File: src/rtl/remote_comm_pkg.sv
// Shared types and constants for the remote_comm host-side UART command link.
package remote_comm_pkg;
  localparam int FRAME_BITS          = 10;
  localparam int DEFAULT_BAUD_CYCLES = 434;

  typedef enum logic [1:0] {IDLE, TX_HI, TX_LO} tx_state_t;
  typedef enum logic       {RX_IDLE, RX_BUSY}   rx_state_t;
endpackage

File: src/rtl/remote_comm_uart.sv
// Full-duplex 8N1 UART transceiver: frames one byte per trmt strobe, reports received bytes.
module uart_xcvr
  import remote_comm_pkg::*;
#(
  parameter int BAUD_CYCLES = DEFAULT_BAUD_CYCLES
) (
  input  logic       clk,
  input  logic       rst_n,
  input  logic       trmt,
  input  logic [7:0] tx_data,
  output logic       tx_done,
  output logic       TX,
  input  logic       RX,
  input  logic       clr_rx_rdy,
  output logic       rx_rdy,
  output logic [7:0] rx_data
);
  localparam int             CW        = $clog2(BAUD_CYCLES);
  localparam logic [CW-1:0]  BAUD_LAST = CW'(BAUD_CYCLES - 1);
  localparam logic [CW-1:0]  HALF_LAST = CW'(BAUD_CYCLES / 2 - 1);
  localparam logic [3:0]     LAST_BIT  = 4'(FRAME_BITS - 1);

  logic          tx_busy;
  logic [CW-1:0] tx_baud;
  logic [3:0]    tx_bit;
  logic [8:0]    tx_shift;

  // NOTE: sequential state uses non-blocking (<=) so every flop samples pre-edge values.
  always_ff @(posedge clk or negedge rst_n) begin
    if (!rst_n) begin
      TX       <= 1'b1;
      tx_busy  <= 1'b0;
      tx_baud  <= '0;
      tx_bit   <= '0;
      tx_shift <= '1;
      tx_done  <= 1'b0;
    end else begin
      tx_done <= 1'b0;
      if (trmt && !tx_busy) begin
        TX       <= 1'b0;
        tx_shift <= {1'b1, tx_data};
        tx_baud  <= '0;
        tx_bit   <= '0;
        tx_busy  <= 1'b1;
      end else if (tx_busy) begin
        if (tx_baud == BAUD_LAST) begin
          tx_baud <= '0;
          if (tx_bit == LAST_BIT) begin
            tx_busy <= 1'b0;
            tx_done <= 1'b1;
          end else begin
            tx_bit   <= tx_bit + 1'b1;
            TX       <= tx_shift[0];
            tx_shift <= {1'b1, tx_shift[8:1]};
          end
        end else begin
          tx_baud <= tx_baud + 1'b1;
        end
      end
    end
  end

  // Line idles high, so the synchroniser presets to 1 to avoid a false start edge.
  logic rx_ff1, rx_ff2, rx_prev;
  always_ff @(posedge clk or negedge rst_n) begin
    if (!rst_n) begin
      rx_ff1  <= 1'b1;
      rx_ff2  <= 1'b1;
      rx_prev <= 1'b1;
    end else begin
      rx_ff1  <= RX;
      rx_ff2  <= rx_ff1;
      rx_prev <= rx_ff2;
    end
  end

  rx_state_t     rx_state;
  logic [CW-1:0] rx_baud;
  logic [3:0]    rx_bit;
  logic [7:0]    rx_shift;
  logic          rx_fall;

  assign rx_fall = rx_prev & ~rx_ff2;

  always_ff @(posedge clk or negedge rst_n) begin
    if (!rst_n) begin
      rx_state <= RX_IDLE;
      rx_baud  <= '0;
      rx_bit   <= '0;
      rx_shift <= '0;
      rx_data  <= '0;
      rx_rdy   <= 1'b0;
    end else begin
      if (clr_rx_rdy) rx_rdy <= 1'b0;
      case (rx_state)
        RX_IDLE: if (rx_fall) begin
          rx_state <= RX_BUSY;
          rx_baud  <= HALF_LAST;
          rx_bit   <= '0;
          rx_rdy   <= 1'b0;
        end
        RX_BUSY: if (rx_baud == '0) begin
          rx_baud <= BAUD_LAST;
          rx_bit  <= rx_bit + 1'b1;
          // Completion is placed last so it overrides a same-cycle clear.
          if (rx_bit == LAST_BIT) begin
            rx_data  <= rx_shift;
            rx_rdy   <= 1'b1;
            rx_state <= RX_IDLE;
          end else if (rx_bit != 4'd0) begin
            rx_shift <= {rx_ff2, rx_shift[7:1]};
          end
        end else begin
          rx_baud <= rx_baud - 1'b1;
        end
        default: rx_state <= RX_IDLE;
      endcase
    end
  end
endmodule

File: src/rtl/remote_comm.sv
// Host-side command link: sends a 16-bit command as two UART bytes, reports the response byte.
// Optional RC_TIMEOUT_EN adds resp_timeout, a 1-clk pulse when no response arrives in time.
module remote_comm
  import remote_comm_pkg::*;
#(
  parameter int BAUD_CYCLES = DEFAULT_BAUD_CYCLES
`ifdef RC_TIMEOUT_EN
  , parameter int TIMEOUT_CYCLES = 2000000
`endif
) (
  input  logic        clk,
  input  logic        rst_n,
  input  logic        RX,
  output logic        TX,
  input  logic [15:0] cmd,
  input  logic        send_cmd,
  output logic        cmd_sent,
  output logic        resp_rdy,
  output logic [7:0]  resp
`ifdef RC_TIMEOUT_EN
  , output logic      resp_timeout
`endif
);
  tx_state_t   state;
  logic [15:0] cmd_q;
  logic        accept, trmt, tx_done;
  logic [7:0]  tx_data;

  assign accept = (state == IDLE) && send_cmd;

  // NOTE: every always_comb output gets a default first, so no path can infer a latch.
  always_comb begin
    trmt    = 1'b0;
    tx_data = cmd[15:8];
    if (accept) begin
      trmt = 1'b1;
    end else if (state == TX_HI && tx_done) begin
      trmt    = 1'b1;
      tx_data = cmd_q[7:0];
    end
  end

  always_ff @(posedge clk or negedge rst_n) begin
    if (!rst_n) begin
      state    <= IDLE;
      cmd_q    <= '0;
      cmd_sent <= 1'b0;
    end else begin
      case (state)
        IDLE: if (send_cmd) begin
          cmd_q    <= cmd;
          cmd_sent <= 1'b0;
          state    <= TX_HI;
        end
        TX_HI: if (tx_done) state <= TX_LO;
        TX_LO: if (tx_done) begin
          cmd_sent <= 1'b1;
          state    <= IDLE;
        end
        default: state <= IDLE;
      endcase
    end
  end

  uart_xcvr #(.BAUD_CYCLES(BAUD_CYCLES)) u_uart (
    .clk        (clk),
    .rst_n      (rst_n),
    .trmt       (trmt),
    .tx_data    (tx_data),
    .tx_done    (tx_done),
    .TX         (TX),
    .RX         (RX),
    .clr_rx_rdy (accept),
    .rx_rdy     (resp_rdy),
    .rx_data    (resp)
  );

`ifdef RC_TIMEOUT_EN
  localparam int          TW      = $clog2(TIMEOUT_CYCLES + 1);
  localparam logic [TW-1:0] TO_LAST = TW'(TIMEOUT_CYCLES - 1);

  logic [TW-1:0] to_cnt;
  logic          to_run, resp_rdy_q, cmd_done;

  assign cmd_done = (state == TX_LO) && tx_done;

  always_ff @(posedge clk or negedge rst_n) begin
    if (!rst_n) begin
      to_cnt       <= '0;
      to_run       <= 1'b0;
      resp_rdy_q   <= 1'b0;
      resp_timeout <= 1'b0;
    end else begin
      resp_rdy_q   <= resp_rdy;
      resp_timeout <= 1'b0;
      if (accept || (resp_rdy && !resp_rdy_q)) begin
        to_run <= 1'b0;
        to_cnt <= '0;
      end else if (cmd_done) begin
        to_run <= 1'b1;
        to_cnt <= '0;
      end else if (to_run) begin
        if (to_cnt == TO_LAST) begin
          resp_timeout <= 1'b1;
          to_run       <= 1'b0;
        end else begin
          to_cnt <= to_cnt + 1'b1;
        end
      end
    end
  end
`endif
endmodule

File: config.mk
export PLATFORM = sky130hd
export DESIGN_NAME = remote_comm
export DESIGN_NICKNAME = d
export VERILOG_FILES = /design/src/rtl/remote_comm_pkg.sv /design/src/rtl/remote_comm_uart.sv /design/src/rtl/remote_comm.sv
export SDC_FILE = /design/constraint.sdc
export NUM_CORES = 1
export LEC_CHECK = 0
export BUFFER_PORTS_ARGS = -buffer_cell sky130_fd_sc_hd__buf_2
export CAP_MARGIN = 20
export CORE_MARGIN = 8
export CORE_UTILIZATION = 50
export CTS_CLUSTER_SIZE = 25
export DETAILED_ROUTE_END_ITERATION = 8
export GPL_TIMING_DRIVEN = 1
export HOLD_SLACK_MARGIN = 0.05
export PLACE_DENSITY = 0.69
export SLEW_MARGIN = 20
export SYNTH_ARGS = -nofsm -noshare
export SYNTH_HDL_FRONTEND = slang
export SYNTH_SLANG_ARGS = --single-unit
export TNS_END_PERCENT = 50
File: constraint.sdc
create_clock -name clk -period 2.65 [get_ports clk]
set_input_delay 0 -clock clk [delete_from_list [all_inputs] [get_ports clk]]
set_output_delay 0 -clock clk [all_outputs]
set_load 0.02 [all_outputs]
==> results of run 1 <==
-- power by group through the flow --
stage | clock network, mW | logic, mW | registers [mW]
floorplan | 0 | 0.202 | 1.24
global placement | 0 | 0.278 | 1.25
detailed placement | 0 | 0.285 | 1.26
CTS | 0.995 | 0.310 | 1.23
global route | 1.05 | 0.346 | 1.25
finish | 0.982 | 0.307 | 1.24
-- sequential cells by signal, summed over array words and instances (netlist names), 2 cells and up --
name             cells
u_uart.rx_baud       9
u_uart.tx_baud       9
cmd_q                8
u_uart.rx_data       8
u_uart.rx_shift      8
u_uart.tx_shift      8
u_uart.rx_bit        4
u_uart.tx_bit        4
state                2
-- layout by cell type (no fill, tap or decap), types with 5 or more instances in the layout --
cell type / n
a31oi_1: 6
clkbuf_8: 10
o22ai_1: 7
o21ai_0: 13
buf_2: 30
inv_1: 12
mux2_4: 8
a21oi_1: 25
nand3_1: 8
mux2_2: 23
nor2_1: 19
dlygate4sd3_1: 16
buf_4: 7
nand2_1: 23
dfrtp_1: 57
dfstp_2: 12
mux2i_1: 11
and3_1: 5
ha_1: 8
nand2b_1: 5
-- critical path: stages, from the launching register on --
cell and delay [ps]:
dfrtp_1 400, inv_1 100, ha_1 230, nor4b_4 260
nand3_2 120, or3_1 580, mux2_4 380
-- layout make-up --
type | instances | area, sq um | area share (%)
clock buffers | 10 | 138 | 3.48
clock inverters | 6 | 93.8 | 2.37
inverters | 12 | 45.0 | 1.14
multi-input cells | 202 | 1480 | 37.4
flip-flops and latches | 69 | 1740 | 44.0
well taps | 77 | 96.3 | 2.44
repair buffers | 53 | 363 | 9.17
-- per-layer routing --
layer  vias up  wire length, microns
met2        48                  3110
met4         0                    52
met5         -                     0
met1      1155                  3050
li1       1161                     -
met3         4                   230
-- cells by family after synthesis --
family	count (synthesis)	synth area share (%)
AND/OR/NAND/NOR	83	14.1
flip-flops	69	52.5
AO/OA/AOI/OAI	64	11.4
multiplexers	42	14.7
buffers and inverters	24	2.98
adder cells (fa/ha/maj)	8	3.02
XOR/XNOR	5	1.32
-- per-stage QoR --
stage / hold slack (ps) / utilization [%]
floorplan: -296 / -
CTS: 53.0 / 62.0
detailed placement: 21.5 / 55.8
finish: 58.9 / 62.0
global placement: 19.0 / 55.8
global route: 62.9 / 62.0
-- final timing paths --
check	endpoint	slack, ps	cells past startpoint
max	u_uart.rx_data[5]	460	6
min	u_uart.tx_shift[4]	60	4
max reg2reg	u_uart.rx_data[5]	460	6
min reg2reg	u_uart.rx_ff2	360	0
max in group asynchronous	u_uart.tx_shift[5]	1650	3
min in group asynchronous	u_uart.tx_baud[3]	190	2
==> results.json, run 1 <==
{
  "hold_class": "in2reg",
  "cp.required_ps": 2880,
  "avgSynthCellArea_sq_um": 11.3,
  "p_comb_share_pct": 12.1,
  "io_buffers": 30,
  "cts_hold_buf": 16,
  "post-place-ws_ps": 509,
  "cts_buffers": 9,
  "antenna_found_initial": 0,
  "finalInstanceArea_sq_mm": 0.00396,
  "synth_area_sq_mm": 0.00332,
  "layout_setup_ws_ps": 465,
  "grt_util_met2_pct": 23.2,
  "crit_path_max_fanout": 10,
  "rows": 29,
  "end_kind": "flop",
  "grt_setup_unrepaired": "false",
  "relSlewSlack_pct": 57.1,
  "switchingPower_uw": 677,
  "leakagePower_nw": 1.95,
  "area_delta_synth_final_pct": 19.2,
  "syn_inst": 295,
  "clk_latency_ps": 340,
  "power_mw": 2.53,
  "cts_setup_buffers": 0,
  "vdd_drop_max_v": 0.000457,
  "synth_commonest_cells": "dfrtp_1, a21oi_1, mux2_2, nand2_1, nor2_1",
  "p_sw_share_pct": 26.8,
  "nFillCells": 517,
  "grt_use_total_pct": 14.2,
  "power.share.clock_pct": 38.9,
  "die_w_microns": 97.5,
  "core-area_sq_mm": 0.00639,
  "post_dp_cell_area_sq_mm": 0.00356,
  "fin_skew_ps": 12.9,
  "path_class": "reg2reg",
  "tns_ps": 0,
  "outcome": "finished clean",
  "grt_start_max_net_pins": 28,
  "stdcell_count": 429,
  "period_share_pct": 82.5,
  "ys_types": 48,
  "setup_viol": 0,
  "worstPathArrival_ps": 2410,
  "synth-async-reset-ratio_pct": 100,
  "die_y_microns": 97.5,
  "synth_edf_count": 0,
  "fmax_mhz": 458,
  "vias": 2368,
  "routed_via_density": 5.52,
  "clk_path_buf_depth": 2,
  "yosys.area.top_type": "dfrtp_1",
  "fin_crit_ps": 2190,
  "power.density_mw_per_mm2": 638,
  "final_nets": 375,
  "crit_path_start": "u_uart.rx_baud[0]",
  "routed_wl_mm": 6.44,
  "die_area_sq_mm": 0.00950,
  "hold_viol_final": 0,
  "first_pass_iters": 4,
  "diodes": 0,
  "postRouteAntennaNets": 0,
  "intPower_mw": 1.85,
  "gp_congestion": 0.787,
  "clkTransAtPathRegs_ps": 80,
  "grt-ovfl-total": 0,
  "cts_resized": 0,
  "ys.flop_type": "dfrtp_1",
  "first_global_vias": 2455,
  "grt_use_met3_pct": 4.13,
  "yosys.area.top_type_share_pct": 43.0,
  "r2r_start": "u_uart.rx_baud[0]",
  "synth.most_common_cell": "dfrtp_1",
  "synth_nets": 323,
  "worst_pin_slew_ps": 642,
  "initial_core_util_pct": 52.0,
  "layout-drive-gt1-share_pct": 30.1,
  "critPathLaunchType": "flop",
  "htree_levels": 3,
  "wl_per_cell_microns": 15.0,
  "holdCritStartpoint": "cmd[12]",
  "io_pins": 31,
  "clock-sinks": 69,
  "grtUsageMet1_pct": 17.0,
  "drtIter0Drc": 121,
  "cts_tree": "yes",
  "dp_hpwl_mm": 4.36,
  "grt_pass1_wl_mm": 11.3,
  "synth_seq_cells": 69,
  "yosysSeqAreaShare_pct": 52.5,
  "dp.cells": 397,
  "cts-root-buf": "clkbuf_8",
  "power_frac_seq_pct": 49.0,
  "post-route-drc-count": 0,
  "grt-busiest-layer": "met2",
  "synth-warning-count": 0,
  "synth_area_leaders": "dfrtp_1, dfstp_2, mux2_2",
  "maxSlewViolCount": 0,
  "maxCapViolCount": 0
}
Note: power is estimated with default switching activity, not from simulation.
==> run 2: changes to the inputs <==
Clock period 2.65 ns to 2.09 ns, I/O delays scaled along.
==> run 2 against run 1 <==
Net effect: setup slack worse by 300 ps; first-iteration DRC count fell by 15%; die area unchanged; total power grew 35%; maximum frequency grew 14%.
==> results.json, run 2 (synthesized netlist as in run 1, its figures left out) <==
{
  "grt_use_total_pct": 14.5,
  "largestRegisters": "u_uart.rx_baud x9, u_uart.tx_baud x9",
  "fmax_mhz": 520,
  "end_kind": "flop",
  "finalInstanceArea_sq_mm": 0.00407,
  "drtIter0Drc": 103,
  "crit_path_max_fanout": 10,
  "wl_met2_mm": 3.14,
  "fin_skew_ps": 10.4,
  "rows": 29,
  "crit_slowest_cell": "or3_4",
  "stdcell_count": 436,
  "maxCapViolCount": 0,
  "htree_levels": 3,
  "grt_start_max_net_pins": 43,
  "nFillCells": 491,
  "top_layer": "met4",
  "hold_viol_final": 0,
  "post-place-ws_ps": -1.69,
  "cts_tree": "yes",
  "clk_path_buf_depth": 2,
  "routed_via_density": 5.34,
  "relSlewSlack_pct": 55.3,
  "dp.cells": 402,
  "final_nets": 382,
  "path_class": "reg2reg",
  "leakagePower_nw": 2.01,
  "tns_ps": 0,
  "seqCellArea_sq_mm": 0.00174,
  "cp.required_ps": 2310,
  "crit_chain": "inv_1 > ha_1 > nor4b_4 > nand3_2 > or3_4 > mux2_4",
  "die_y_microns": 97.5,
  "fin_crit_ps": 1920,
  "layout_common_cells": "dfrtp_1, buf_2, a21oi_1",
  "maxSlewViolCount": 0,
  "period_share_pct": 92.0,
  "hold_class": "in2reg",
  "wl_met3_microns": 247,
  "io_pins": 31,
  "mostFrequentLayoutCell": "dfrtp_1",
  "area_delta_synth_final_pct": 22.6,
  "antenna_found_initial": 0,
  "vias": 2328,
  "worst_pin_slew_ps": 671,
  "layout-drive-gt1-share_pct": 31.2,
  "routed_wl_mm": 6.59,
  "outcome": "finished clean",
  "post_dp_cell_area_sq_mm": 0.00361,
  "clk_latency_ps": 340,
  "layout_setup_ws_ps": 168,
  "grt-ovfl-total": 0,
  "die_area_sq_mm": 0.00950,
  "wl_per_cell_microns": 15.1,
  "power_mw": 3.42,
  "dp_hpwl_mm": 4.32,
  "vdd_drop_max_v": 0.000665,
  "clkTransAtPathRegs_ps": 70,
  "multi_input_area_sq_mm": 0.00148,
  "io_buffers": 30,
  "wl_met1_mm": 3.12,
  "power.density_mw_per_mm2": 840,
  "post-route-drc-count": 0,
  "cts-root-buf": "clkbuf_8",
  "first_pass_iters": 4,
  "worstPathArrival_ps": 2140,
  "cts_buffers": 9,
  "core-area_sq_mm": 0.00639,
  "die_w_microns": 97.5,
  "setup_viol": 0,
  "initial_core_util_pct": 52.0,
  "critPathLaunchType": "flop",
  "diodes": 0,
  "first_global_vias": 2394,
  "grt_setup_unrepaired": "false",
  "cts_setup_buffers": 0,
  "gp_congestion": 0.788,
  "postRouteAntennaNets": 0,
  "grt_pass1_wl_mm": 11.4,
  "crit_path_max_incr_delay_ps": 440,
  "clock-sinks": 69
}
run 2: cell types whose count changed in the layout (fill, tap and decap cells not counted), sizes merged:
cell,before,now
clkinv,1,2
buf,37,42
dlygate4sd3,16,18
clkinvlp,1,0
inv,14,13
clkbuf,10,9
bufinv,2,4
run 2: through the flow:
stage                     hold slack, ps  util (%)
after floorplan                     -296         -
after global placement              68.1      56.6
after detailed placement            73.5      56.6
after CTS                           60.2      63.7
after global routing                86.1      63.7
final                               86.1      63.7
run 2: final timing paths:
check / start / to / slack (ps) / cells past startpoint
min: cmd[14] / u_uart.tx_shift[6] / 90 / 4
max in group asynchronous: rst_n / u_uart.rx_ff1 / 1140 / 3
max reg2reg: u_uart.rx_baud[0] / u_uart.rx_data[0] / 170 / 6
min in group asynchronous: rst_n / u_uart.tx_baud[3] / 230 / 2
max: u_uart.rx_baud[0] / u_uart.rx_data[0] / 170 / 6
min reg2reg: u_uart.rx_ff1 / u_uart.rx_ff2 / 360 / 0
run 2: layout make-up:
type | instances | area share (%)
timing repair buffer | 60 | 10.6
multi-input combinational | 202 | 36.5
tap | 77 | 2.37
clock inverter | 7 | 3.60
inverter | 12 | 1.11
sequential | 69 | 42.8
clock buffer | 9 | 3.04
run 2: where the power goes:
group	internal (mW)	switching, mW	leakage [nW]	total, mW
clock network	0.922	0.522	0.134	1.44
registers	1.43	0.134	0.866	1.57
logic	0.207	0.199	1.01	0.406
run 2: worst max-delay path, delay by kind of cell, from the launching register on:
family / cells / cell delay, ps
and+or+nand+nor: 3 / 810
DFF: 1 / 390
muxes: 1 / 330
adders and majority gates: 1 / 180
buffers and inverters: 1 / 90
run 2: routing by layer:
| layer | up-vias | GRT usage, % |
|---|---|---|
| met4 | 0 | 5.59 |
| met5 | - | 0 |
| met3 | 6 | 4.77 |
| met2 | 35 | 23.5 |
| met1 | 1115 | 17.4 |
| li1 | 1172 | - |
run 2: repair_timing:
action	4_1_cts	5_1_grt
gates resized for setup	1	0
hold endpoints to repair	37	0
endpoints found under the setup margin	8	0
hold buffers	18	0
==> run 3: changes to the inputs <==
Clock period 2.09 ns to 2.4 ns, I/O delays scaled along.
==> run 3 against run 2 <==
Net effect: final area is 2.2% lower; combinational power is 17% lower; cell count is 1.1% lower; clock power is 27% lower; clock-buffer cell count is 1 higher; first-iteration DRC count is 14% lower; register-to-register slack better by 70 ps; largest power group unchanged.
==> results.json, run 3 (synthesized netlist as in run 1, its figures left out) <==
{
  "cp.required_ps": 2630,
  "rr_endpoint": "u_uart.rx_data[1]",
  "hold_end": "u_uart.tx_shift[0]",
  "layout-drive-gt1-share_pct": 30.2,
  "routed_wl_mm": 6.53,
  "dp_hpwl_mm": 4.28,
  "grt_start_max_net_pins": 70,
  "hold_class": "in2reg",
  "clock-sinks": 69,
  "grt-ovfl-total": 0,
  "power_mw": 2.76,
  "worstPathArrival_ps": 2390,
  "post-route-drc-count": 0,
  "fin_util_pct": 62.3,
  "postRouteAntennaNets": 0,
  "relSlewSlack_pct": 57.7,
  "clk_latency_ps": 350,
  "worst_pin_slew_ps": 633,
  "mostFrequentLayoutCell": "dfrtp_1",
  "initial_core_util_pct": 52.0,
  "dp.cells": 398,
  "outcome": "finished clean",
  "grt_setup_unrepaired": "false",
  "htree_levels": 3,
  "nFillCells": 512,
  "layout_common_cells": "dfrtp_1, buf_2, a21oi_1",
  "tns_ps": 0,
  "r2r_start": "u_uart.rx_baud[0]",
  "rrSetupSlack_ps": 240,
  "crit_path_max_fanout": 10,
  "io_buffers": 30,
  "fin_crit_ps": 2160,
  "cts_buffers": 9,
  "end_kind": "flop",
  "maxCapViolCount": 0,
  "worstHoldPathCells": 4,
  "period_share_pct": 90.0,
  "final_nets": 377,
  "holdWs_ps": 59.7,
  "first_pass_iters": 4,
  "rows": 29,
  "core-area_sq_mm": 0.00639,
  "path_class": "reg2reg",
  "cts_tree": "yes",
  "gp_congestion": 0.809,
  "holdCritStartpoint": "cmd[8]",
  "fmax_mhz": 463,
  "critPathLaunchType": "flop",
  "cts-root-buf": "clkbuf_8",
  "die_area_sq_mm": 0.00950,
  "power.density_mw_per_mm2": 693,
  "routed_via_density": 5.54,
  "area_delta_synth_final_pct": 19.9,
  "leakagePower_nw": 1.96,
  "hold_viol_final": 0,
  "first_global_vias": 2447,
  "io_pins": 31,
  "largestRegisters": "u_uart.rx_baud x9, u_uart.tx_baud x9",
  "die_y_microns": 97.5,
  "die_w_microns": 97.5,
  "fin_skew_ps": 10.4,
  "cts_resized": 0,
  "clkTransAtPathRegs_ps": 70,
  "vias": 2388,
  "clk_path_buf_depth": 2,
  "reg2reg_depth": 6,
  "vdd_drop_max_v": 0.000547,
  "grt_pass1_wl_mm": 11.3,
  "wl_per_cell_microns": 15.2,
  "drtIter0Drc": 89,
  "antenna_found_initial": 0,
  "setup_viol": 0,
  "maxSlewViolCount": 0,
  "grt_use_total_pct": 14.4,
  "stdcell_count": 431,
  "diodes": 0
}
-- run 3: cell types whose count changed in the layout (fill, tap and decap cells not counted), sizes merged --
cell,delta
buf,-4
bufinv,-2
clkbuf,+1
clkinv,+1
clkinvlp,+1
dlygate4sd3,-1
inv,-1
-- run 3: worst max-delay path by stage --
stage,slack (ps),from,endpoint,depth (start not counted)
floorplan,370,u_uart.rx_baud[0],u_uart.rx_data[0],7
global placement,310,u_uart.rx_baud[0],u_uart.rx_data[2],6
detailed placement,250,u_uart.rx_baud[0],u_uart.rx_data[3],6
CTS,240,u_uart.rx_baud[0],u_uart.rx_data[1],6
global route,120,u_uart.rx_baud[0],u_uart.rx_data[1],6
finish,240,u_uart.rx_baud[0],u_uart.rx_data[1],6
-- run 3: power by group --
part | internal [mW] | switching (mW)
sequential | 1.25 | 0.117
clock | 0.611 | 0.440
combinational | 0.172 | 0.167
-- run 3: timing repair --
item                                   4_1_cts  5_1_grt
hold buffers                                17        0
endpoints found under the hold margin       85        0
setup buffers                                0        0
-- run 3: per-layer routing --
metal	global-route usage, %	vias to the layer above	wire length (microns)
met1	16.7	1180	2980
met5	0	-	0
met4	6.76	0	114
met2	23.3	37	3200
li1	-	1163	-
met3	4.84	8	236
-- run 3: area by class of cell --
| type | count | area (sq um) | share of cell area (%) |
|---|---|---|---|
| clock buffer | 10 | 138 | 3.46 |
| multi-input combinational | 202 | 1480 | 37.2 |
| sequential | 69 | 1740 | 43.8 |
| tap | 77 | 96.3 | 2.42 |
| timing repair buffer | 55 | 393 | 9.87 |
| clock inverter | 6 | 86.3 | 2.17 |
| inverter | 12 | 45.0 | 1.13 |
-- run 3: critical path, stage by stage (launching register included) --
cell,delay (ps)
dfrtp_1,390
inv_1,100
ha_1,230
nor4b_4,260
nand3_2,120
or3_1,570
mux2_4,380
-- run 3: metrics by stage --
| step | area, sq um | setup slack [ps] |
|---|---|---|
| after floorplan | 3320 | 374 |
| after global placement | 3580 | 307 |
| after detailed placement | 3580 | 250 |
| after CTS | 3980 | 238 |
| after global routing | 3980 | 117 |
| final | 3980 | 239 |
